===== config.mk =====
export PLATFORM = sky130hd
export DESIGN_NAME = spi_reg_bridge
export DESIGN_NICKNAME = d
export VERILOG_FILES = /design/src/rtl/spi_reg_bridge.sv
export SDC_FILE = /design/constraint.sdc
export NUM_CORES = 1
export LEC_CHECK = 0
export ABC_CLOCK_PERIOD_IN_PS = 1900
export BUFFER_PORTS_ARGS = -buffer_cell sky130_fd_sc_hd__buf_2
export CORE_ASPECT_RATIO = 1.5
export CORE_MARGIN = 4
export CORE_UTILIZATION = 50
export DETAILED_ROUTE_END_ITERATION = 10
export GPL_ROUTABILITY_DRIVEN = 1
export GPL_TIMING_DRIVEN = 0
export PLACE_DENSITY = 0.81
export SLEW_MARGIN = 10
export SYNTH_ARGS = -nofsm -noshare
export SYNTH_HDL_FRONTEND = slang
export SYNTH_SLANG_ARGS = --single-unit

===== constraint.sdc =====
create_clock -name i_clk -period 1.9 [get_ports i_clk]
set_clock_uncertainty 0.05 [all_clocks]
set_input_delay 0.285 -clock i_clk [delete_from_list [all_inputs] [get_ports i_clk]]
set_output_delay 0.285 -clock i_clk [all_outputs]
set_load 0.005 [all_outputs]

===== src/rtl/spi_reg_bridge.sv =====
// SPI-slave to register-bus bridge: byte 0 is a command (bit7 = read) with a start
// address, later bytes are written or read back with auto-incrementing addresses.
module spi_reg_bridge #(
    parameter int          ADDR_W     = 7,
    parameter logic [7:0]  SYNC_BYTE  = 8'hA5,
    parameter logic [7:0]  ERR_BYTE   = 8'hEE,
    parameter int          RD_TIMEOUT = 16
) (
    input  logic              i_clk,
    input  logic              i_rst_n,
    input  logic [7:0]        i_rx_data,
    input  logic              i_rx_valid,
    input  logic              i_spi_busy,
    input  logic              i_tx_ready,
    output logic [7:0]        o_tx_data,
    output logic              o_tx_valid,
    output logic [ADDR_W-1:0] o_reg_addr,
    output logic [7:0]        o_reg_wdata,
    output logic              o_reg_wr,
    output logic              o_reg_rd,
    input  logic [7:0]        i_reg_rdata,
    input  logic              i_reg_rvalid,
    output logic              o_err
);

    localparam int                TCNT_W    = (RD_TIMEOUT > 1) ? $clog2(RD_TIMEOUT) : 1;
    localparam logic [TCNT_W-1:0] TCNT_LAST = TCNT_W'(RD_TIMEOUT - 1);
    localparam logic [ADDR_W-1:0] ADDR_ONE  = ADDR_W'(1);

    typedef enum logic [2:0] {
        IDLE,
        CMD,
        WRITE,
        RD_REQ,
        RD_WAIT,
        RD_LOAD
    } state_t;

    state_t              state;
    logic                busy_p1;
    logic                busy_rise;
    logic                busy_fall;
    logic                sync_done;
    logic                echo_pend;
    logic [7:0]          echo_byte;
    logic                ld_done;
    logic [ADDR_W-1:0]   addr;
    logic [TCNT_W-1:0]   tcnt;
    logic [7:0]          cap;

    assign busy_rise = i_spi_busy & ~busy_p1;
    assign busy_fall = ~i_spi_busy & busy_p1;

    // busy_p1 resets high so a chip-select still asserted at reset release is not
    // mistaken for the start of a new frame.
    always_ff @(posedge i_clk or negedge i_rst_n) begin
        if (!i_rst_n) begin
            state       <= IDLE;
            busy_p1     <= 1'b1;
            sync_done   <= 1'b0;
            echo_pend   <= 1'b0;
            echo_byte   <= 8'h00;
            ld_done     <= 1'b0;
            addr        <= '0;
            tcnt        <= '0;
            cap         <= 8'h00;
            o_tx_data   <= 8'h00;
            o_tx_valid  <= 1'b0;
            o_reg_addr  <= '0;
            o_reg_wdata <= 8'h00;
            o_reg_wr    <= 1'b0;
            o_reg_rd    <= 1'b0;
            o_err       <= 1'b0;
        end else begin
            busy_p1    <= i_spi_busy;
            o_tx_valid <= 1'b0;
            o_reg_wr   <= 1'b0;
            o_reg_rd   <= 1'b0;
            o_err      <= 1'b0;

            // Writes are serviced ahead of the frame-end check so a byte arriving
            // together with chip-select release is still committed.
            if (state == WRITE) begin
                if (i_rx_valid) begin
                    o_reg_wr    <= 1'b1;
                    o_reg_wdata <= i_rx_data;
                    o_reg_addr  <= addr;
                    addr        <= addr + ADDR_ONE;
                    if (i_tx_ready) begin
                        o_tx_valid <= 1'b1;
                        o_tx_data  <= i_rx_data;
                        echo_pend  <= 1'b0;
                    end else begin
                        echo_pend  <= 1'b1;
                        echo_byte  <= i_rx_data;
                    end
                end else if (echo_pend && i_tx_ready) begin
                    o_tx_valid <= 1'b1;
                    o_tx_data  <= echo_byte;
                    echo_pend  <= 1'b0;
                end
            end

            if (busy_fall) begin
                state     <= IDLE;
                echo_pend <= 1'b0;
                ld_done   <= 1'b0;
            end else begin
                case (state)
                    IDLE: begin
                        if (!sync_done && i_tx_ready) begin
                            o_tx_valid <= 1'b1;
                            o_tx_data  <= SYNC_BYTE;
                            sync_done  <= 1'b1;
                        end
                        // Re-arm the sync load for the gap after this frame.
                        if (busy_rise) begin
                            state     <= CMD;
                            sync_done <= 1'b0;
                        end
                    end
                    CMD: begin
                        if (i_rx_valid) begin
                            addr  <= i_rx_data[ADDR_W-1:0];
                            state <= i_rx_data[7] ? RD_REQ : WRITE;
                        end
                    end
                    WRITE: begin
                    end
                    RD_REQ: begin
                        o_reg_rd   <= 1'b1;
                        o_reg_addr <= addr;
                        tcnt       <= '0;
                        state      <= RD_WAIT;
                    end
                    RD_WAIT: begin
                        if (i_reg_rvalid) begin
                            cap   <= i_reg_rdata;
                            state <= RD_LOAD;
                        end else if (tcnt == TCNT_LAST) begin
                            cap   <= ERR_BYTE;
                            o_err <= 1'b1;
                            state <= RD_LOAD;
                        end else begin
                            tcnt <= tcnt + TCNT_W'(1);
                        end
                    end
                    RD_LOAD: begin
                        // The master byte that clocks out this data is a dummy;
                        // its arrival triggers the prefetch of the next address.
                        if (!ld_done) begin
                            if (i_tx_ready) begin
                                o_tx_valid <= 1'b1;
                                o_tx_data  <= cap;
                                addr       <= addr + ADDR_ONE;
                                ld_done    <= 1'b1;
                            end
                        end else if (i_rx_valid) begin
                            ld_done <= 1'b0;
                            state   <= RD_REQ;
                        end
                    end
                    default: state <= IDLE;
                endcase
            end
        end
    end

endmodule


### After elaboration in Yosys (flattened, before gate mapping)

Cells that the tools add are included.

| cells by class | value |
|---|---|
| add/sub/neg operators | 2 |
| eq/ne operators | 14 |
| multiplexer cells | 62 |
| bitwise gates (word level) | 6 |
| reduce and logical (&&, ||, !) cells | 17 |

Operators by type and width:

| cell | count |
|---|---|
| 8-bit 2-to-1 mux | 10 |
| 7-bit 2-to-1 mux | 10 |
| 1-bit 2-to-1 mux | 28 |
| 3-bit 2-to-1 mux | 7 |
| 3-bit case mux with 6 select lines | 1 |
| 8-bit case mux with 2 select lines | 1 |
| 7-bit case mux with 2 select lines | 1 |
| 3-bit inequality test (second input constant) | 4 |
| 2-bit nonzero test | 5 |
| 3-bit AND reduction | 3 |
| 4-bit 2-to-1 mux | 2 |
| 4-bit case mux with 2 select lines | 1 |
| 7-bit by 1-bit adder with 7-bit output (second input constant) | 1 |
| 3-bit by 2-bit equality test with 1-bit output (second input constant) | 2 |
| 3-bit equality test (second input constant) | 2 |
| 2-bit inequality test (second input constant) | 3 |
| 6-bit AND reduction | 1 |
| 4-bit by 1-bit adder with 4-bit output (second input constant) | 1 |
| 4-bit equality test (second input constant) | 1 |
| 4-bit inequality test (second input constant) | 1 |
| 1-bit inverter | 4 |
| 2-bit AND reduction | 2 |
| 4-bit AND reduction | 1 |
| 3-bit by 1-bit equality test with 1-bit output (second input constant) | 1 |
| 6 further kinds | 8 |

| word-level totals | value |
|---|---|
| register bits after elaboration | 61 |
| bits of input ports | 22 |
| output and inout port bits | 27 |
| word-level logic and storage cells | 117 |

### Logic depth before layout (Yosys ltp)

Gate-level depths: netlist (run 1).

| depth | value |
|---|---|
| depth after elaboration | 8 |
| depth in mapped cells | 7 |
| gate-level depth less buffers | 6 |

### Worst setup path after synthesis (run 1)

No wires, ideal clock.

| timing | value |
|---|---|
| path type | reg-to-reg |
| start | register busy_p1 |
| end | register o_tx_data[5] |
| setup time | 0.126 ns |
| arrival | 1.661 ns |
| data required time | 1.724 ns |
| path slack | 0.063 ns |
| cell stages (with the launch flop) | 7 |
| buffers on the path | 1 |
| period minus slack after synthesis | 1.837 ns |
| cells stage by stage | dfstp_2 > ha_1 > buf_2 > nor4_2 > nand3b_1 > nand2_4 > o32a_1 |

| between the ends | value |
|---|---|
| word-level cells in the longest chain between the ends | 2 |

RTL lines:

| element | line | source |
|---|---|---|
| start, declared | 40 | `logic busy_p1;` |
| start signal, assigned | 75 | `busy_p1 <= i_spi_busy;` |
| 1-bit bitwise AND | 52 | `assign busy_fall = ~i_spi_busy & busy_p1;` |
| 8-bit 2-to-1 mux | 104 | `if (busy_fall) begin` |
| end signal, assigned | 91 | `o_tx_data <= i_rx_data;` |
| end signal, assigned | 99 | `o_tx_data <= echo_byte;` |
| end signal, assigned | 154 | `o_tx_data <= cap;` |
| end, declared | 15 | `output logic [7:0] o_tx_data,` |

Every way passes these cells.
A chain may end at the register's enable or synchronous reset.

### Worst setup path in the final report (run 1)

| timing | value |
|---|---|
| start | register busy_p1 |
| end | register o_reg_addr[0] |

| between the ends | value |
|---|---|
| word-level cells in the longest chain between the ends | 2 |

RTL lines:

| element | line | source |
|---|---|---|
| 1-bit bitwise AND | 52 |  |
| 7-bit 2-to-1 mux | 104 |  |
| end signal, assigned | 87 | `o_reg_addr <= addr;` |
| end signal, assigned | 132 | `o_reg_addr <= addr;` |
| end, declared | 17 | `output logic [ADDR_W-1:0] o_reg_addr,` |

Every way passes these cells.

==> results by group, run 1 <==
Run status
  – Status: complete, no violations

Die
  – Die outline width: about 73 µm
  – Total die area: ~7600 µm²
  – Site Rows: 35
  – Starting density of the core: 0.513
  – I/O Pins: 49
  – Die Ht: ~100 µm
  – Core Box Area: roughly 6100 µm²

Timing
  – Max-slew violations: 0
  – Worst-margin pin slew: 0.742 ns
  – Setup violators final: 0
  – Unrepaired setup endpoints after global routing: false
  – Final Hold Viols: 0
  – Relative slew slack: 0.505
  – Fin crit share: 0.957
  – Fmax: 0.550 GHz
  – Setup ws final: 0.0821 ns
  – Final Critical Period: 1.82 ns

Synth
  – Dominant cell type by area after synthesis: dfrtp_1
  – Cell variety after synth: 62
  – Top cell type's share of synthesized area: 0.481
  – Seq cells post-synth: 61
  – Mapped Cells: between 300 and 400
  – Sequential share of the synthesized area: 0.489
  – Cell Area, Synth: 3120 µm²
  – Ys flop type: dfrtp_1
  – EDFF count, synth: 0
  – Syn avg cell area: between 10 and 15 µm²
  – Ys async rst share: 1.00
  – Post-Syn Nets: between 300 and 400
  – Top post-synthesis cells by area: dfrtp_1 (48%), nand2_1 (5.8%), mux2_1 (2.9%), nor2_1 (2.8%), a21oi_1 (2.2%)
  – Syn. warnings: 0

Min path
  – End point of the worst hold path: busy_p1
  – Worst hold path class: in -> reg
  – HP Start: i_spi_busy
  – WHS Path Cells: 1

Global route
  – Antenna violations before repair: 0
  – All-Layer GR Usage: 0.202
  – Number of global-route vias before repair: between 2k and 2.5k
  – First-pass GRT wire length: 12000 µm
  – Pin count of the biggest net entering global routing: 62
  – GRT overflow: 0

Final layout
  – Layout area overhead: 18.8%
  – Commonest non-fill, non-tap cell in the layout: dfrtp_1
  – Antenna cell count: 0
  – Layout cells sized above 1: 0.255
  – Filler instances: 523
  – Most frequent cells in the layout: dfrtp_1 (60), buf_2 (56), nand2_1 (48)
  – NumNets Final: 399

Worst setup path
  – Worst Path Required: approximately 2.1 ns
  – Nature of the critical path startpoint: register
  – FF-to-FF End: o_reg_addr[0]
  – Critical path class: reg -> reg
  – Reg2Reg Launch Point: busy_p1
  – CP max FO: 8
  – R2R setup slack: 0.08 ns
  – Data arrival, critical path: 1.99 ns
  – Critical path capture point type: register
  – R2r worst-path depth: 5

Drt
  – DRC Markers: 0
  – Drt wl/cell: about 16 µm
  – Initial DRC count: 174
  – Routed vias/inst: 5.66
  – First-pass DRT Iterations: 7
  – Final ANT Viol Nets: 0
  – Routed vias: 2553
  – Drt total wl: 7210 µm

Power
  – Tot Pwr: 5.31 mW
  – LEAKAGE: 1.74 nW
  – Cell Pwr Density: between 1000 and 1500 nW/µm²
  – VDD IR max: approximately 840 µV

Clocking
  – H-tree Lvls: 3
  – Clock Path Buffers: 2
  – Clock transition at path regs: 0.07 ns
  – Clock root buffer: clkbuf_8
  – Worst skew pair latency: 0.34 ns
  – Clock sink count: 61
  – CTS tree: yes
  – Inserted Clock Buffers: 9

Placement
  – Port buffer count: 47
  – Pre-CTS setup slack: -0.240 ns
  – Dpl hpwl: 5350 µm
  – Routability congestion estimate: 0.923

Job
  – Max cap viols: 0
-- worst max-delay path: stages, from the launching register on --
cell      delay, ns
dfstp_2        0.55
ha_4           0.18
and4bb_1       0.22
buf_4          0.16
nor2_4         0.19
mux2_1         0.36
-- what timing repair did --
action / 4_1_cts / 5_1_grt
hold endpoints to repair: 60 / 0
pin swaps: 2 / 1
resized for setup: 4 / 3
setup endpoints to repair: 16 / 10
buffers inserted: 2 / 0
hold buffers: 1 / 0
-- cells in the mapped netlist (4+ instances only) --
| cell | number |
|---|---|
| dfrtp_1 | 60 |
| a21oi_1 | 14 |
| nand3b_1 | 5 |
| xnor2_1 | 4 |
| buf_2 | 12 |
| o31ai_1 | 5 |
| nand3_1 | 9 |
| nand2b_1 | 6 |
| a31oi_1 | 8 |
| o22a_1 | 6 |
| ha_1 | 4 |
| o32a_1 | 4 |
| inv_1 | 11 |
| mux2i_1 | 4 |
| nor2b_1 | 5 |
| mux2_2 | 4 |
| nor2_1 | 23 |
| nand2_1 | 48 |
| o21ai_0 | 11 |
| clkbuf_1 | 4 |
| mux2_1 | 8 |
-- metrics by stage --
stage	area, µm²	hold slack (ns)	instances	TNS (ns)	util
final	3710	0.0184	451	0	0.609
after global routing	3710	0.00202	451	0	0.609
after CTS	3700	0.0108	451	0	0.607
after detailed placement	3450	0.351	433	-2.22	0.567
after global placement	3450	0.365	433	-1.65	0.567
after floorplan	3120	-0.0606	312	0	-
-- where the power goes --
group / switching, mW / internal, mW
Combinational: 1.02 / 0.942
Clock: 0.483 / 0.664
Sequential: 0.377 / 1.82
Total: 1.88 / 3.43
-- state kept, by name (all words and copies together) (netlist names), 3 cells and up --
signal       cells
addr             7
o_reg_addr       7
state            3
o_tx_data        8
cap              8
echo_byte        8
o_reg_wdata      8
tcnt             4
-- logic make-up after synthesis --
| logic type | count (synthesis) | synth area share |
|---|---|---|
| and+or+nand+nor | 119 | 0.207 |
| AOI/OAI and AO/OA | 75 | 0.171 |
| DFF | 61 | 0.489 |
| buffers and inverters | 31 | 0.0445 |
| muxes | 16 | 0.0561 |
| xor gates and xnor gates | 6 | 0.0168 |
| adders and majority gates | 4 | 0.0160 |
-- area by class of cell --
cell class                      instances  area (µm²)  share of cell area
Buffer                                 19         103              0.0277
Clock inverter                          4        47.5              0.0128
Tap cell                               74        92.6              0.0250
Sequential cell                        61        1530               0.412
Timing Repair Buffer                   50         263              0.0708
Clock buffer                           11         151              0.0408
Multi-Input combinational cell        220        1480               0.399
Inverter                               12        45.0              0.0121
-- routing by layer --
layer	routed length (µm)	track usage	up-vias
li1	-	-	1238
met1	2920	0.243	1236
met2	3750	0.340	63
met3	316	0.0539	16
met4	231	0.0752	0
met5	0	0	-
-- worst max-delay path by stage --
| stage | from | endpoint | slack, ns | cells past startpoint |
|---|---|---|---|---|
| floorplan | busy_p1 | o_tx_data[5] | 0.06 | 6 |
| global placement | busy_p1 | o_tx_data[0] | -0.22 | 6 |
| detailed placement | busy_p1 | o_tx_data[0] | -0.24 | 6 |
| CTS | state[2] | echo_byte[6] | 0.04 | 5 |
| global route | state[2] | o_tx_data[2] | 0.008 | 6 |
| finish | busy_p1 | o_reg_addr[0] | 0.08 | 5 |
(Power assumes the default switching activity.)
==> run 2: changes to the inputs <==
- MAX_ROUTING_LAYER: unset -> met4
==> run 2 against run 1 <==
  * Hold slack improved by 0.00086 ns
  * Register-to-register slack barely moved
  * Cell count rose by 0.44%
  * Wire length barely moved
  * Via count rose by 0.67%
  * Global-route usage rose by 0.68 points
  * Maximum frequency fell by 0.80%
  * Final area fell by 0.27%
  * Sequential share of layout area rose by 0.11 points
  * Sequential cell count did not move
  * Largest power group unchanged
==> results by group, run 2 (synthesis results as in run 1) <==
Worst setup path
  – CP peak stage delay: 0.55 ns
  – FF-to-FF End: o_reg_addr[0]
  – Stages on worst setup path: 5
  – Critical-path top delay cell: dfstp_2
  – CP max FO: 7
  – Buffers & Inverters on Critical Path: 1
  – Critical path capture point type: register
  – R2r worst-path depth: 5
  – Data arrival, critical path: 2.00 ns
  – R2R setup slack: roughly 0.067 ns
  – CP startpoint: busy_p1
  – Reg2Reg Launch Point: busy_p1
  – CP Capture Point: o_reg_addr[0]
  – Critical path class: reg -> reg
  – Worst Path Required: 2.07 ns
  – Top delay family on crit path: flip-flops
  – Crit-path cells: ha_4 > and4bb_1 > buf_4 > nor2_4 > mux2_1
  – Nature of the critical path startpoint: register

Drt
  – Drt wl/cell: 15.9 µm
  – DR top layer: met4
  – DRC Markers: 0
  – Initial DRC count: around 160
  – Final ANT Viol Nets: 0
  – Routed vias/inst: about 5.7
  – Drt total wl: 7220 µm
  – Routed vias: 2570
  – Metal2 WL: about 3800 µm
  – First-pass DRT Iterations: 4
  – Metal1 wirelength: 2780 µm
  – WL met3: 406 µm

Final layout
  – Register area: 1530 µm²
  – NumNets Final: 400
  – Layout area overhead: 18.5%
  – Commonest non-fill, non-tap cell in the layout: dfrtp_1
  – Final core occ: 0.608
  – Most frequent cells in the layout: dfrtp_1 (60), buf_2 (57), nand2_1 (48)
  – Antenna cell count: 0
  – Area taken by multi-input logic gates: 1470 µm²
  – Layout cells sized above 1: 0.253
  – Filler instances: between 500 and 600

Die
  – Total die area: 7600 µm²
  – Die Ht: 105 µm
  – Site Rows: 35
  – Core Box Area: 6090 µm²
  – Starting density of the core: 0.513
  – Die outline width: 72.5 µm
  – I/O Pins: between 40 and 50

Placement
  – Dpl hpwl: 5400 µm
  – Routability congestion estimate: approximately 0.95
  – Port buffer count: 47

Min path
  – HP Start: i_spi_busy
  – Worst hold path class: in -> reg

Clocking
  – CTS tree: yes
  – Clock Path Buffers: 2
  – Inserted Clock Buffers: 9
  – Clock root buffer: clkbuf_8
  – Worst skew pair latency: 0.33 ns
  – H-tree Lvls: 3
  – Clock sink count: 61
  – Clock transition at path regs: roughly 0.06 ns

Global route
  – Antenna violations before repair: 0
  – Number of global-route vias before repair: 2608
  – GRT overflow: 0
  – First-pass GRT wire length: about 12000 µm
  – Pin count of the biggest net entering global routing: 62
  – All-Layer GR Usage: 0.209

Timing
  – Worst-margin pin slew: 0.747 ns
  – WHS: between 0.015 and 0.02 ns
  – Final Hold Viols: 0
  – Fmax: 0.546 GHz
  – Setup violators final: 0
  – Unrepaired setup endpoints after global routing: true
  – Max-slew violations: 0
  – Relative slew slack: 0.502
  – Final Critical Period: 1.83 ns
  – Fin crit share: 0.965

Job
  – Max cap viols: 0

Power
  – Cell Pwr Density: 1420 nW/µm²
  – VDD IR max: 797 µV
  – LEAKAGE: 1.74 nW
  – Tot Pwr: roughly 5.3 mW

Run status
  – Status: complete, no violations
run 2: power by group:
group          internal [mW]  switching (mW)  total [mW]
combinational          0.939            1.01        1.95
sequential              1.82           0.373        2.19
clock                  0.637           0.477        1.11
run 2: cell type report:
type	count	share of cell area
Buffer	19	0.0271
Clock buffer	12	0.0392
Inverter	12	0.0122
Timing Repair Buffer	51	0.0730
Sequential cell	61	0.413
Tap cell	74	0.0250
Multi-Input combinational cell	220	0.398
Clock inverter	4	0.0129
run 2: worst reg2reg max path: cells and delay by family, from the launching register on:
kind / cells / cell delay [ns]
adders and majority gates: 1 / 0.18
buffers and inverters: 1 / 0.16
DFF: 1 / 0.55
muxes: 1 / 0.35
and+or+nand+nor: 2 / 0.43
run 2: worst min path at each step:
stage,endpoint,slack [ns],depth (start not counted)
CTS,busy_p1,0.002,1
global route,busy_p1,0.007,1
finish,busy_p1,0.02,1
detailed placement,o_reg_wdata[1],0.35,1
floorplan,addr[0],-0.06,0
global placement,busy_p1,0.36,1
run 2: what timing repair did:
| item | 4_1_cts | 5_1_grt |
|---|---|---|
| buffers inserted | 3 | 0 |
| endpoints found under the hold margin | 60 | 0 |
| pin swaps | 2 | 2 |
| endpoints found under the setup margin | 16 | 3 |
| hold buffers | 1 | 0 |
| gates resized for setup | 5 | 0 |
run 2: layer usage:
layer  up-vias  track usage
met3        16       0.0577
met4         0        0.104
met2        59        0.339
met5         -            -
li1       1239            -
met1      1256        0.232
run 2: through the flow:
| step | area (µm²) | instances | worst slack (ns) | setup TNS [ns] |
|---|---|---|---|---|
| 6_report | 3700 | 453 | 0.0674 | 0 |
| 5_1_grt | 3700 | 453 | -0.0140 | -0.0140 |
| 4_1_cts | 3700 | 453 | 0.0475 | 0 |
| 3_5_place_dp | 3450 | 433 | -0.232 | -2.24 |
| 3_3_place_gp | 3450 | 433 | -0.220 | -1.65 |
| 2_1_floorplan | 3120 | 312 | 0.0626 | 0 |
